<file path="config.mk">
export PLATFORM = sky130hd
export DESIGN_NAME = board_render_seq_flat
export DESIGN_NICKNAME = d
export VERILOG_FILES = /design/src/rtl/board_render_seq_if.sv /design/src/rtl/board_render_seq.sv /design/src/flat_wrapper.sv
export SDC_FILE = /design/constraint.sdc
export NUM_CORES = 1
export LEC_CHECK = 0
export CORE_MARGIN = 1
export CORE_UTILIZATION = 56
export CTS_BUF_LIST = sky130_fd_sc_hd__clkbuf_4
export DETAILED_ROUTE_END_ITERATION = 8
export PLACE_DENSITY = 0.8
export RECOVER_POWER = 100
export SLEW_MARGIN = 0
export SYNTH_ARGS = -nofsm -noshare
export SYNTH_HDL_FRONTEND = slang
export SYNTH_SLANG_ARGS = --single-unit
</file>
<file path="constraint.sdc">
create_clock -name clk -period 4.05 [get_ports clk]
set_input_delay 0.405 -clock clk [delete_from_list [all_inputs] [get_ports clk]]
set_output_delay 0.405 -clock clk [all_outputs]
set_load 0.05 [all_outputs]
</file>
<file path="src/rtl/board_render_seq_if.sv">
// board_render_seq_if
//   Groups the sequencer's signals into one bundle. These cover the game-logic
//   control (start/busy/done), the board RAM port (map_addr/map_data) and the
//   drawer handshake (x_out/y_out/sprite_id_out/begin_draw).
//
//   master : the sequencer (board_render_seq)
//   slave  : the surrounding system (game logic, board RAM, sprite_draw)
//
//   start          request a full-board render (sampled only while idle)
//   busy           high whenever the sequencer is not idle
//   done           one-cycle pulse after the last tile's wait
//   map_addr[8:0]  board RAM read address, row*COLS+col
//   map_data[3:0]  board RAM read data, valid one cycle after map_addr
//   x_out[7:0]     tile anchor x (col*8)
//   y_out[6:0]     tile anchor y (row*8)
//   sprite_id_out  sprite id of the current tile
//   begin_draw     go strobe to sprite_draw
interface board_render_seq_if;
    logic       start;
    logic       busy;
    logic       done;
    logic [8:0] map_addr;
    logic [3:0] map_data;
    logic [7:0] x_out;
    logic [6:0] y_out;
    logic [3:0] sprite_id_out;
    logic       begin_draw;

    modport master (
        input  start,
        input  map_data,
        output busy,
        output done,
        output map_addr,
        output x_out,
        output y_out,
        output sprite_id_out,
        output begin_draw
    );

    modport slave (
        output start,
        output map_data,
        input  busy,
        input  done,
        input  map_addr,
        input  x_out,
        input  y_out,
        input  sprite_id_out,
        input  begin_draw
    );
endinterface

</file>
<file path="src/rtl/board_render_seq.sv">
// board_render_seq
//   Repaints the whole screen as a grid of 8x8 tiles. The sequencer walks the
//   tile map held in an external synchronous-read board RAM, one tile at a time.
//   For each tile it presents the pixel anchor and sprite id to sprite_draw,
//   holds begin_draw for GO_CYCLES cycles, and then idles WAIT_CYCLES cycles so
//   the drawer can finish its 64-pixel plot and return to its load state.
//
// Parameters
//   COLS, ROWS   grid size in tiles (COLS*ROWS <= 512)
//   GO_CYCLES    begin_draw high time per tile (>= 1)
//   WAIT_CYCLES  quiet time after begin_draw falls (>= 66)
//
// Ports
//   clk     clock
//   resetn  synchronous, active-low reset
//   bus     board_render_seq_if master modport (control, RAM port, drawer port)
module board_render_seq #(
    parameter int COLS        = 20,
    parameter int ROWS        = 15,
    parameter int GO_CYCLES   = 2,
    parameter int WAIT_CYCLES = 68
) (
    input  logic                  clk,
    input  logic                  resetn,
    board_render_seq_if.master    bus
);

    typedef enum logic [2:0] {
        S_IDLE,
        S_FETCH,
        S_LATCH,
        S_GO,
        S_WAIT,
        S_ADVANCE,
        S_DONE
    } state_t;

    localparam int               CNT_W     = 16;
    // The down-counter is loaded with N-1 so that a state lasts exactly N cycles.
    localparam logic [CNT_W-1:0] GO_LOAD   = CNT_W'(GO_CYCLES - 1);
    localparam logic [CNT_W-1:0] WAIT_LOAD = CNT_W'(WAIT_CYCLES - 1);
    localparam logic [4:0]       COL_LAST  = 5'(COLS - 1);
    localparam logic [3:0]       ROW_LAST  = 4'(ROWS - 1);

    state_t           state;
    logic [4:0]       col;
    logic [3:0]       row;
    logic [CNT_W-1:0] cnt;

    logic last_col;
    logic last_row;

    assign last_col = (col == COL_LAST);
    assign last_row = (row == ROW_LAST);

    // All outputs are registered and change only on a state transition.
    // NOTE: sequential state is written with non-blocking assignments only, so
    // every register in this block samples the values from before the edge.
    always_ff @(posedge clk) begin
        if (!resetn) begin
            // NOTE: the reset is synchronous; every register, including the
            // grid position and counter, is cleared so no partial tile resumes.
            state             <= S_IDLE;
            col               <= '0;
            row               <= '0;
            cnt               <= '0;
            bus.busy          <= 1'b0;
            bus.done          <= 1'b0;
            bus.begin_draw    <= 1'b0;
            bus.map_addr      <= '0;
            bus.x_out         <= '0;
            bus.y_out         <= '0;
            bus.sprite_id_out <= '0;
        end else begin
            // done is a single-cycle pulse; only the ADVANCE->DONE edge raises it.
            bus.done <= 1'b0;

            case (state)
                S_IDLE: begin
                    if (bus.start) begin
                        col          <= '0;
                        row          <= '0;
                        bus.map_addr <= '0;
                        bus.busy     <= 1'b1;
                        state        <= S_FETCH;
                    end
                end

                // map_addr has been stable since the previous edge; the RAM
                // read is in flight and its data is valid in LATCH.
                S_FETCH: begin
                    state <= S_LATCH;
                end

                S_LATCH: begin
                    bus.sprite_id_out <= bus.map_data;
                    bus.x_out         <= {col, 3'b000};
                    bus.y_out         <= {row, 3'b000};
                    bus.begin_draw    <= 1'b1;
                    cnt               <= GO_LOAD;
                    state             <= S_GO;
                end

                S_GO: begin
                    if (cnt == '0) begin
                        bus.begin_draw <= 1'b0;
                        cnt            <= WAIT_LOAD;
                        state          <= S_WAIT;
                    end else begin
                        cnt <= cnt - 1'b1;
                    end
                end

                // Anchor and id stay untouched here, which covers the drawer's
                // load cycle right after begin_draw falls.
                S_WAIT: begin
                    if (cnt == '0) begin
                        state <= S_ADVANCE;
                    end else begin
                        cnt <= cnt - 1'b1;
                    end
                end

                S_ADVANCE: begin
                    if (last_col && last_row) begin
                        bus.done <= 1'b1;
                        state    <= S_DONE;
                    end else begin
                        if (last_col) begin
                            col <= '0;
                            row <= row + 1'b1;
                        end else begin
                            col <= col + 1'b1;
                        end
                        // Raster order means the address is simply the next one.
                        bus.map_addr <= bus.map_addr + 9'd1;
                        state        <= S_FETCH;
                    end
                end

                S_DONE: begin
                    bus.busy <= 1'b0;
                    state    <= S_IDLE;
                end

                default: begin
                    bus.busy       <= 1'b0;
                    bus.begin_draw <= 1'b0;
                    state          <= S_IDLE;
                end
            endcase
        end
    end

endmodule

</file>
<file path="src/flat_wrapper.sv">
// flat-port wrapper written by rule: the top's interface ports become plain ports
module board_render_seq_flat 
#(
    parameter int COLS        = 20,
    parameter int ROWS        = 15,
    parameter int GO_CYCLES   = 2,
    parameter int WAIT_CYCLES = 68
)
  (clk, resetn, bus_start, bus_map_data, bus_busy, bus_done, bus_map_addr, bus_x_out, bus_y_out, bus_sprite_id_out, bus_begin_draw);
  board_render_seq_if bus_i ();
  input  logic clk;
  input  logic resetn;
  input wire logic [$bits(bus_i.start)-1:0] bus_start;
  input wire logic [$bits(bus_i.map_data)-1:0] bus_map_data;
  output wire logic [$bits(bus_i.busy)-1:0] bus_busy;
  output wire logic [$bits(bus_i.done)-1:0] bus_done;
  output wire logic [$bits(bus_i.map_addr)-1:0] bus_map_addr;
  output wire logic [$bits(bus_i.x_out)-1:0] bus_x_out;
  output wire logic [$bits(bus_i.y_out)-1:0] bus_y_out;
  output wire logic [$bits(bus_i.sprite_id_out)-1:0] bus_sprite_id_out;
  output wire logic [$bits(bus_i.begin_draw)-1:0] bus_begin_draw;
  assign bus_i.start = bus_start;
  assign bus_i.map_data = bus_map_data;
  assign bus_busy = bus_i.busy;
  assign bus_done = bus_i.done;
  assign bus_map_addr = bus_i.map_addr;
  assign bus_x_out = bus_i.x_out;
  assign bus_y_out = bus_i.y_out;
  assign bus_sprite_id_out = bus_i.sprite_id_out;
  assign bus_begin_draw = bus_i.begin_draw;
  board_render_seq #(.COLS(COLS), .ROWS(ROWS), .GO_CYCLES(GO_CYCLES), .WAIT_CYCLES(WAIT_CYCLES)) u_core (.clk(clk), .resetn(resetn), .bus(bus_i));
endmodule
</file>
==> results list, run 1 <==
* Outcome: finished, violations left
- The checks that failed: design-rule violations.
- Instance count of the mapped netlist: 322
- Static timing analysis puts the maximum clock frequency at 385 MHz.
* Wire length of the first global-routing pass: 9.60 mm
- Port Buf Inserts: 31
- Power comes to 2350 uW.
- After filler insertion, the fill cell instance count of the layout stands at 395.
* Largest voltage drop on the vdd net: 0.561 mV
* Buffer count from post-CTS setup fixing: 0
- Of all flip-flops after synthesis, the portion carrying an async set or reset was 0.
* Number of synthesis warnings: 0
- Clk_skew: 0.0179 ns
- Number of remaining DRC errors: 7
- Hold_sp: u_core.bus.sprite_id_out[0]
- Hold Fails Final Rpt: 0
* Skew-Pair Late Insertion Delay: 0.38 ns
* Final Max Tran Viols: 0
- After synthesis, the largest family of logic cells by area is simple AND/OR/NAND/NOR gates.
* Share of Yosys cell area claimed by the top area cell type: 0.396
- Final antenna-violating net count: 0
- The complex-gate fraction of the synthesized area was 0.198.
- Class of the most critical hold timing path: flip-flop to flip-flop
- Vias in the first global route: 2060
* CP Data Required Time: 4.31 ns
- In this run the cell area of the synthesized design comes to 2680 um2.
- Routability congestion estimate from global placement: 0.844
- Routed wire length: 5.56 mm
- Summed over all nets, the switching power comes to 1130 uW.
- Total power divided by cell area: 770 nW/um2
- Clock network fraction of design power: 0.131
- Total number of H-tree levels: 2
- STA classifies the critical path endpoint as a flip-flop.
* Slew HR: 0.351
* Number of enable-type register cells in the synthesized netlist: 0
- Worst min-delay path endpoint: u_core.bus.sprite_id_out[0]
* Buffer type at the clock tree root: clkbuf_4
- Switching Fraction: 0.482
- Largest net degree at the start of global routing: 26
- Measured along the y axis, the die boundary spans 71.1 um.
- Combinational cell fraction of total power: 0.544
- Dividing the final minimum period by the clock period gives 0.641.
* Area taken by multi-input logic gates: 1490 um2
- Of the total synthesized cell area, the portion taken by full adders, half adders and majority gates is 0.0234.
* Clock tree from TritonCTS: built
* Clock sinks: 53
- The floorplan step defined a die boundary enclosing 5060 um2.
- The average instance in the mapped netlist occupies 8.32 um2.
- Relative to the synthesized area, the layout overhead comes to 14.1%.
- Dividing the detail-routed wire length by the instance count gives 13.9 um.
- Measured along the x axis, the die boundary spans 71.1 um.
- Final critical delay including setup and external delays: 2.60 ns
* Smallest hold slack: 0.458 ns
- Buffers inserted to repair hold after CTS numbered 0.
* Number of antenna violations at the first check in global routing: 0
* Static leakage: 0.00113 uW
- Count of routing violations after the opening detailed-route iteration: 238
* Area of all sequential standard cells: 1060 um2
* Post-synthesis simple-gate area fraction: 0.256
- Gates resized during post-CTS repair numbered 0.
- End of the worst register-to-register path: u_core.cnt[5]
- Dominant cell type by area after synthesis: dfxtp_1
- In the post-synthesis netlist, the biggest area contributors are dfxtp_1 40%, xnor2_1 6.2%, nand2_1 6.2%, a21oi_1 6.0%, nor2_1 5.9%.
* Global-route usage over all layers: 0.238
- Number of inserted diodes: 0
- The synthesized design contains 53 register bits.
- Overall via count from detail_route: 2378
- Post-Synth XOR/XNOR Area: 0.0687
- Number of buffers inserted during clock tree synthesis: 5
* Initial cell density of the core: 0.598
- Counting cells, the worst reg-to-reg path comes to 5.
- Share of total power in sequential cells: 0.325
- Crit Path Category: flip-flop to flip-flop
- After floorplanning, the core was sized to cover 4470 um2.
- FF-to-FF Start: u_core.cnt[2]
* Number of top-level design ports: 38
- For flop-to-flop paths, the worst setup slack is 1.45 ns.
- For the pin with the worst max-slew slack, the measured transition is 0.970 ns.
- Setup violations remaining at the end of the flow were counted as 0.
- Accumulated negative setup slack: 0 ns
* Aggregate global routing overflow: 0
- Before antenna repair, the detailed router went through 6 iterations.
* Critical path peak fanout: 14
* Endpoint arrival time on the critical path: 2.86 ns
- Detailed-placement wirelength estimate: 3.92 mm
- Clock transition at the registers of the reported paths: 0.15 ns
- Along the worst hold path, the cell count comes to 2.
* Top_reg_cell synth: dfxtp_1
* Mean number of vias per cell: 5.93
* Setup repair after global routing missed its margin: no
* Category of the worst setup path launch point: flip-flop
- Fraction of layout cells with a size suffix above 1: 0.0544
- Max-cap violations in this run came to 0.
* Count of cell types in the netlist: 51
- Clock tree buffer depth: 2
- After floorplanning, the core was divided into 24 placement rows.
- After synthesis, the share of cell area in mux cells is 0.00748.
* Cell-internal power: 1220 uW
* Share of the yosys chip area belonging to registers: 0.396
* Layout Nets: 360
layout make-up:
cell class / count / share of cell area
clock buffers: 6 / 0.0147
inverters: 9 / 0.0111
repair buffers: 32 / 0.104
well taps: 52 / 0.0213
clock inverters: 2 / 0.0127
multi-input cells: 247 / 0.489
flip-flops and latches: 53 / 0.347
how the worst max path moves through the flow:
stage	from	endpoint	slack (ns)
global route	u_core.cnt[2]	u_core.cnt[5]	1.32
CTS	u_core.cnt[2]	u_core.cnt[5]	1.60
floorplan	u_core.cnt[2]	u_core.cnt[5]	1.99
global placement	u_core.cnt[2]	u_core.cnt[5]	1.65
detailed placement	u_core.cnt[2]	u_core.cnt[5]	1.61
finish	u_core.cnt[2]	u_core.cnt[5]	1.45
layer usage:
| layer | up-vias | wire, um | track usage |
|---|---|---|---|
| li1 | 1196 | - | - |
| met1 | 1098 | 2660 | 0.324 |
| met2 | 73 | 2510 | 0.372 |
| met3 | 11 | 288 | 0.0442 |
| met4 | 0 | 98 | 0.0956 |
| met5 | - | 0 | 0 |
power by group through the flow:
| stage | combinational (uW) | clock (uW) | sequential, uW |
|---|---|---|---|
| after floorplan | 1030 | 0 | 793 |
| after global placement | 1300 | 0 | 770 |
| after detailed placement | 1310 | 0 | 777 |
| after CTS | 1320 | 315 | 765 |
| after global routing | 1400 | 334 | 788 |
| final | 1280 | 309 | 764 |
through the flow:
step                setup WS (ns)  utilization  cells  cell area (um2)
floorplan                    1.99            -    327             2700
global placement             1.65        0.666    393             2980
detailed placement           1.61        0.666    393             2980
CTS                          1.60        0.685    401             3070
global route                 1.32        0.683    401             3060
finish                       1.45        0.683    401             3060
flip-flops by register name, summed over array words and instances, names as in the netlist:
name	flops
u_core.bus.x_out	5
u_core.row	4
u_core.cnt	16
u_core.bus.map_addr	9
u_core.bus.busy	1
u_core.bus.sprite_id_out	4
u_core.col	5
u_core.bus.begin_draw	1
u_core.bus.done	1
u_core.state	3
u_core.bus.y_out	4
critical path: stages, from the launching register on:
cell and delay (ns):
dfxtp_1 0.38, or4_1 0.67, or4_1 0.61, o311ai_4 0.57
a311o_1 0.19, o41ai_1 0.06
cells in the final DEF (no fill, tap or decap), types with 4 or more instances in the layout:
cell type and n:
or3_1 5, nand2_1 44, clkdlybuf4s50_1 6, nor2_1 43, nor3_1 4, ha_1 5, dlygate4sd3_1 25, a211oi_1 6
nand3_1 5, dfxtp_1 53, a2111oi_0 7, xnor2_1 19, o21ai_0 10, clkbuf_4 6, inv_1 9, a21oi_1 32
conb_1 6, nor4_1 6, or2_2 4, or4_1 6
cell families (layout without fill, tap and decap cells):
logic type,after synthesis,after routing
other,1,6
buffers and inverters,27,49
adder cells (fa/ha/maj),5,5
multiplexers,2,2
flip-flops,53,53
XOR/XNOR,21,21
AO/OA/AOI/OAI,76,76
AND/OR/NAND/NOR,137,137
synthesized netlist by cell type (2+ instances only):
cell type  count
or4_4          3
and2_1         2
or2_2          4
nor4_1         6
xor2_1         2
inv_1          9
nand3b_1       2
ha_1           5
buf_4          6
o2111ai_1      2
nor3b_1        3
nand2_1       44
xnor2_1       19
dfxtp_1       53
a311o_1        2
a21o_1         2
nor2_1        42
nand4_1        3
nand2b_1       3
o31ai_1        2
a2111oi_0      7
or3_1          5
a32oi_1        2
clkbuf_1      11
o21ai_0       10
or4_1          4
a211oi_1       6
a21oi_1       32
mux2i_1        2
nand3_1        5
nor3_1         4
Note: power is estimated with default switching activity, not from simulation.
==> run 2, diff against run 1 <==
Settings changed: CORE_UTILIZATION 56 to 51, PLACE_DENSITY 0.8 to 0.76.
Clock period 4.05 ns to 2.1 ns, I/O delays scaled along.
==> results list, run 2 (same netlist as run 1, synthesis figures left out) <==
* Overall via count from detail_route: 2526
- Across the run, the number of max-cap violations was 0.
- Summed over all cells, the static leakage comes to 0.00123 uW.
- In the routed design, unresolved DRC markers number 0.
- Clock skew on the completed layout was measured at 0.0121 ns.
* Slew HR: 0.533
* Wire length of the first global-routing pass: 9.78 mm
- After layout, the worst setup slack is -0.0440 ns.
- TritonCTS built the clock tree.
- Setup violations remaining at the end of the flow were counted as 13.
- Count of routing violations after the opening detailed-route iteration: 146
* Commonest cells after routing, fill and taps aside: 51 x dfxtp_1, 44 x nand2_1, 42 x nor2_1
- STA puts the critical path data required time at 2.38 ns.
- Achievable clock frequency: 466 MHz
- Setup slack on the worst reg-to-reg path comes out at -0.04 ns.
- Endpoint arrival time on the critical path: 2.42 ns
- Vias in the first global route: 2112
- OpenSTA, run right after detailed placement, puts the worst setup slack at -0.0114 ns.
* End of the worst register-to-register path: u_core.cnt[12]
* Number of top-level design ports: 38
- Along the worst path, the maximum fanout reaches 12.
- Setup repair after global routing could not meet its margin everywhere.
- STA classifies the critical path endpoint as a flip-flop.
- Wires add up to 6.21 mm.
- Register with the most flip-flops: u_core.cnt
- Final cycle utilization of the critical path: 1.02
- The most critical setup path has its endpoint at u_core.cnt[12].
- Detailed-routing iteration count for the pre-antenna-repair pass: 4
* Mean number of vias per cell: 5.54
- Input and output buffers added on the ports amount to 31.
- Crit Path Category: flip-flop to flip-flop
- From left edge to right edge, the die measures 74.5 um.
* Top Family by Delay on Critical Path: simple AND/OR/NAND/NOR gates
- Total power divided by cell area: 1600 nW/um2
* Clock sinks: 53
- Aggregate global routing overflow: 0
- The number of hold violations in the final report is 0.
- After routing the design area is 3420 um2.
- Buffer type at the clock tree root: clkbuf_4
* Standard cell core area: 5070 um2
- Measured slew at the worst slew-check pin: 0.700 ns
- Violated checks: negative setup slack
- In this run the critical register-to-register path is launched from u_core.cnt[5].
- FP Rows: 26
- Routability congestion estimate from global placement: 0.891
* Chip height: 74.5 um
- Number of antenna violations at the first check in global routing: 0
- The H-tree was split into 2 levels.
- The max-slew violation total from the final report came to 0.
- Of the cells placed in the final design, the portion with a size suffix greater than 1 is 0.179.
* Largest registers: u_core.cnt: 16 flops, u_core.bus.map_addr: 9 flops
- The initial utilization of the core area, before any placement, comes to 0.528.
* Number of buffers inserted during clock tree synthesis: 5
- Class of the most critical hold timing path: primary input to flip-flop
* Layout Nets: 397
- On the worst path, the slowest cell contributes a delay of 0.59 ns.
- Number of cells on the worst reg-to-reg path: 5
- Detailed-placement wirelength estimate: 4.47 mm
* Category of the worst setup path launch point: flip-flop
- Largest net degree at the start of global routing: 24
- Final critical delay including setup and external delays: 2.14 ns
- For this run, the total global-route usage over all layers was measured as 0.229.
- After detailed placement, the total cell area comes to 3270 um2.
- Crit path buffers/inverters: 1
- The critical path starts at u_core.cnt[5].
* Max stage delay cell, worst path: or4_4
- Compared with the post-synthesis result, the final layout area differs by 27.9%.
- The worst-case IR drop observed on VDD is 1.68 mV.
* Clock tree buffer depth: 2
- The most numerous cell type found on the critical path is or4_4.
* Skew-Pair Late Insertion Delay: 0.38 ns
- The run finished, with violations left.
- The library cell used most frequently in the layout, excluding fill and tap cells, is dfxtp_1.
- Once detail routing completed, the nets flagged for antenna violations numbered 0.
- The register with the most flip-flops in the layout has 16 of them.
- Detail-routed net length per standard cell: 13.6 um
* Number of stages on the worst setup path: 5
- After clock tree synthesis, the clock-pin slew on the worst setup and hold paths is 0.15 ns.
- The critical path goes through or4_4 -> or4_4 -> o311ai_4 -> buf_6 -> nor2_1.
- The die covers 5540 um2.
- Number of inserted diodes: 0
-- run 2: cell types whose count changed in the layout (fill, tap and decap cells not counted), sizes merged --
cell,change
clkinvlp,+1
clkdlybuf4s50,+25
dlygate4sd3,-25
clkbuf,-1
buf,+37
-- run 2: how the worst min path moves through the flow --
| stage | startpoint | endpoint | slack, ns | cells after the start |
|---|---|---|---|---|
| floorplan | resetn | u_core.cnt[6] | 0.33 | 2 |
| global placement | u_core.bus.sprite_id_out[2] | u_core.bus.sprite_id_out[2] | 0.44 | 2 |
| detailed placement | u_core.bus.y_out[5] | u_core.bus.y_out[5] | 0.45 | 2 |
| CTS | bus_map_data[1] | u_core.bus.sprite_id_out[1] | 0.36 | 3 |
| global route | bus_map_data[2] | u_core.bus.sprite_id_out[2] | 0.37 | 3 |
| finish | bus_map_data[3] | u_core.bus.sprite_id_out[3] | 0.37 | 3 |
-- run 2: cell type report --
cell class | count | area (um2)
clock inverters | 3 | 41.3
multi-input cells | 247 | 1560
repair buffers | 69 | 599
flip-flops and latches | 53 | 1060
inverters | 9 | 33.8
well taps | 70 | 87.6
clock buffers | 5 | 37.5
fillers | 442 | 1650
-- run 2: power by group --
part | internal [uW] | total, uW | switching, uW
Clock | 247 | 568 | 321
Sequential | 1200 | 1390 | 186
Combinational | 1590 | 3540 | 1950
Total | 3040 | 5490 | 2450
-- run 2: metrics by stage --
step / power, uW / setup TNS (ns) / util / std cells / hold slack (ns)
finish: 5490 / -0.425 / 0.675 / 456 / 0.366
global route: 5900 / -1.23 / 0.675 / 456 / 0.373
CTS: 5220 / 0 / 0.661 / 454 / 0.361
detailed placement: 4590 / -0.0320 / 0.644 / 446 / 0.446
global placement: 4540 / 0 / 0.644 / 446 / 0.441
floorplan: 3520 / 0 / - / 327 / 0.329
-- run 2: per-layer routing --
layer  global-route usage  part of all wire  vias up
met1                0.283              0.45     1208
met2                0.399              0.51       42
li1                     -                 -     1268
met3               0.0420             0.030        8
met4               0.0734             0.010        0
met5                    0                 0        -
-- run 2: worst reg2reg max path, delay by kind of cell, from the launching register on --
| family | cells | cell delay, ns |
|---|---|---|
| buffers and inverters | 1 | 0.20 |
| and+or+nand+nor | 3 | 1.21 |
| AOI/OAI and AO/OA | 1 | 0.28 |
| DFF | 1 | 0.35 |
-- run 2: timing repair --
item                       in CTS  in global routing
setup endpoints to repair      12                 27
pin swaps                       0                  6
hold endpoints to repair        0                  0
setup buffers                   0                  2
hold buffers                    0                  0
resized for setup               2                 14
==> run 3, diff against run 2 <==
Settings changed: HOLD_SLACK_MARGIN set to 0.08.
==> results of run 3 <==
Final layout, timing and power as in run 2 (identical DEF).
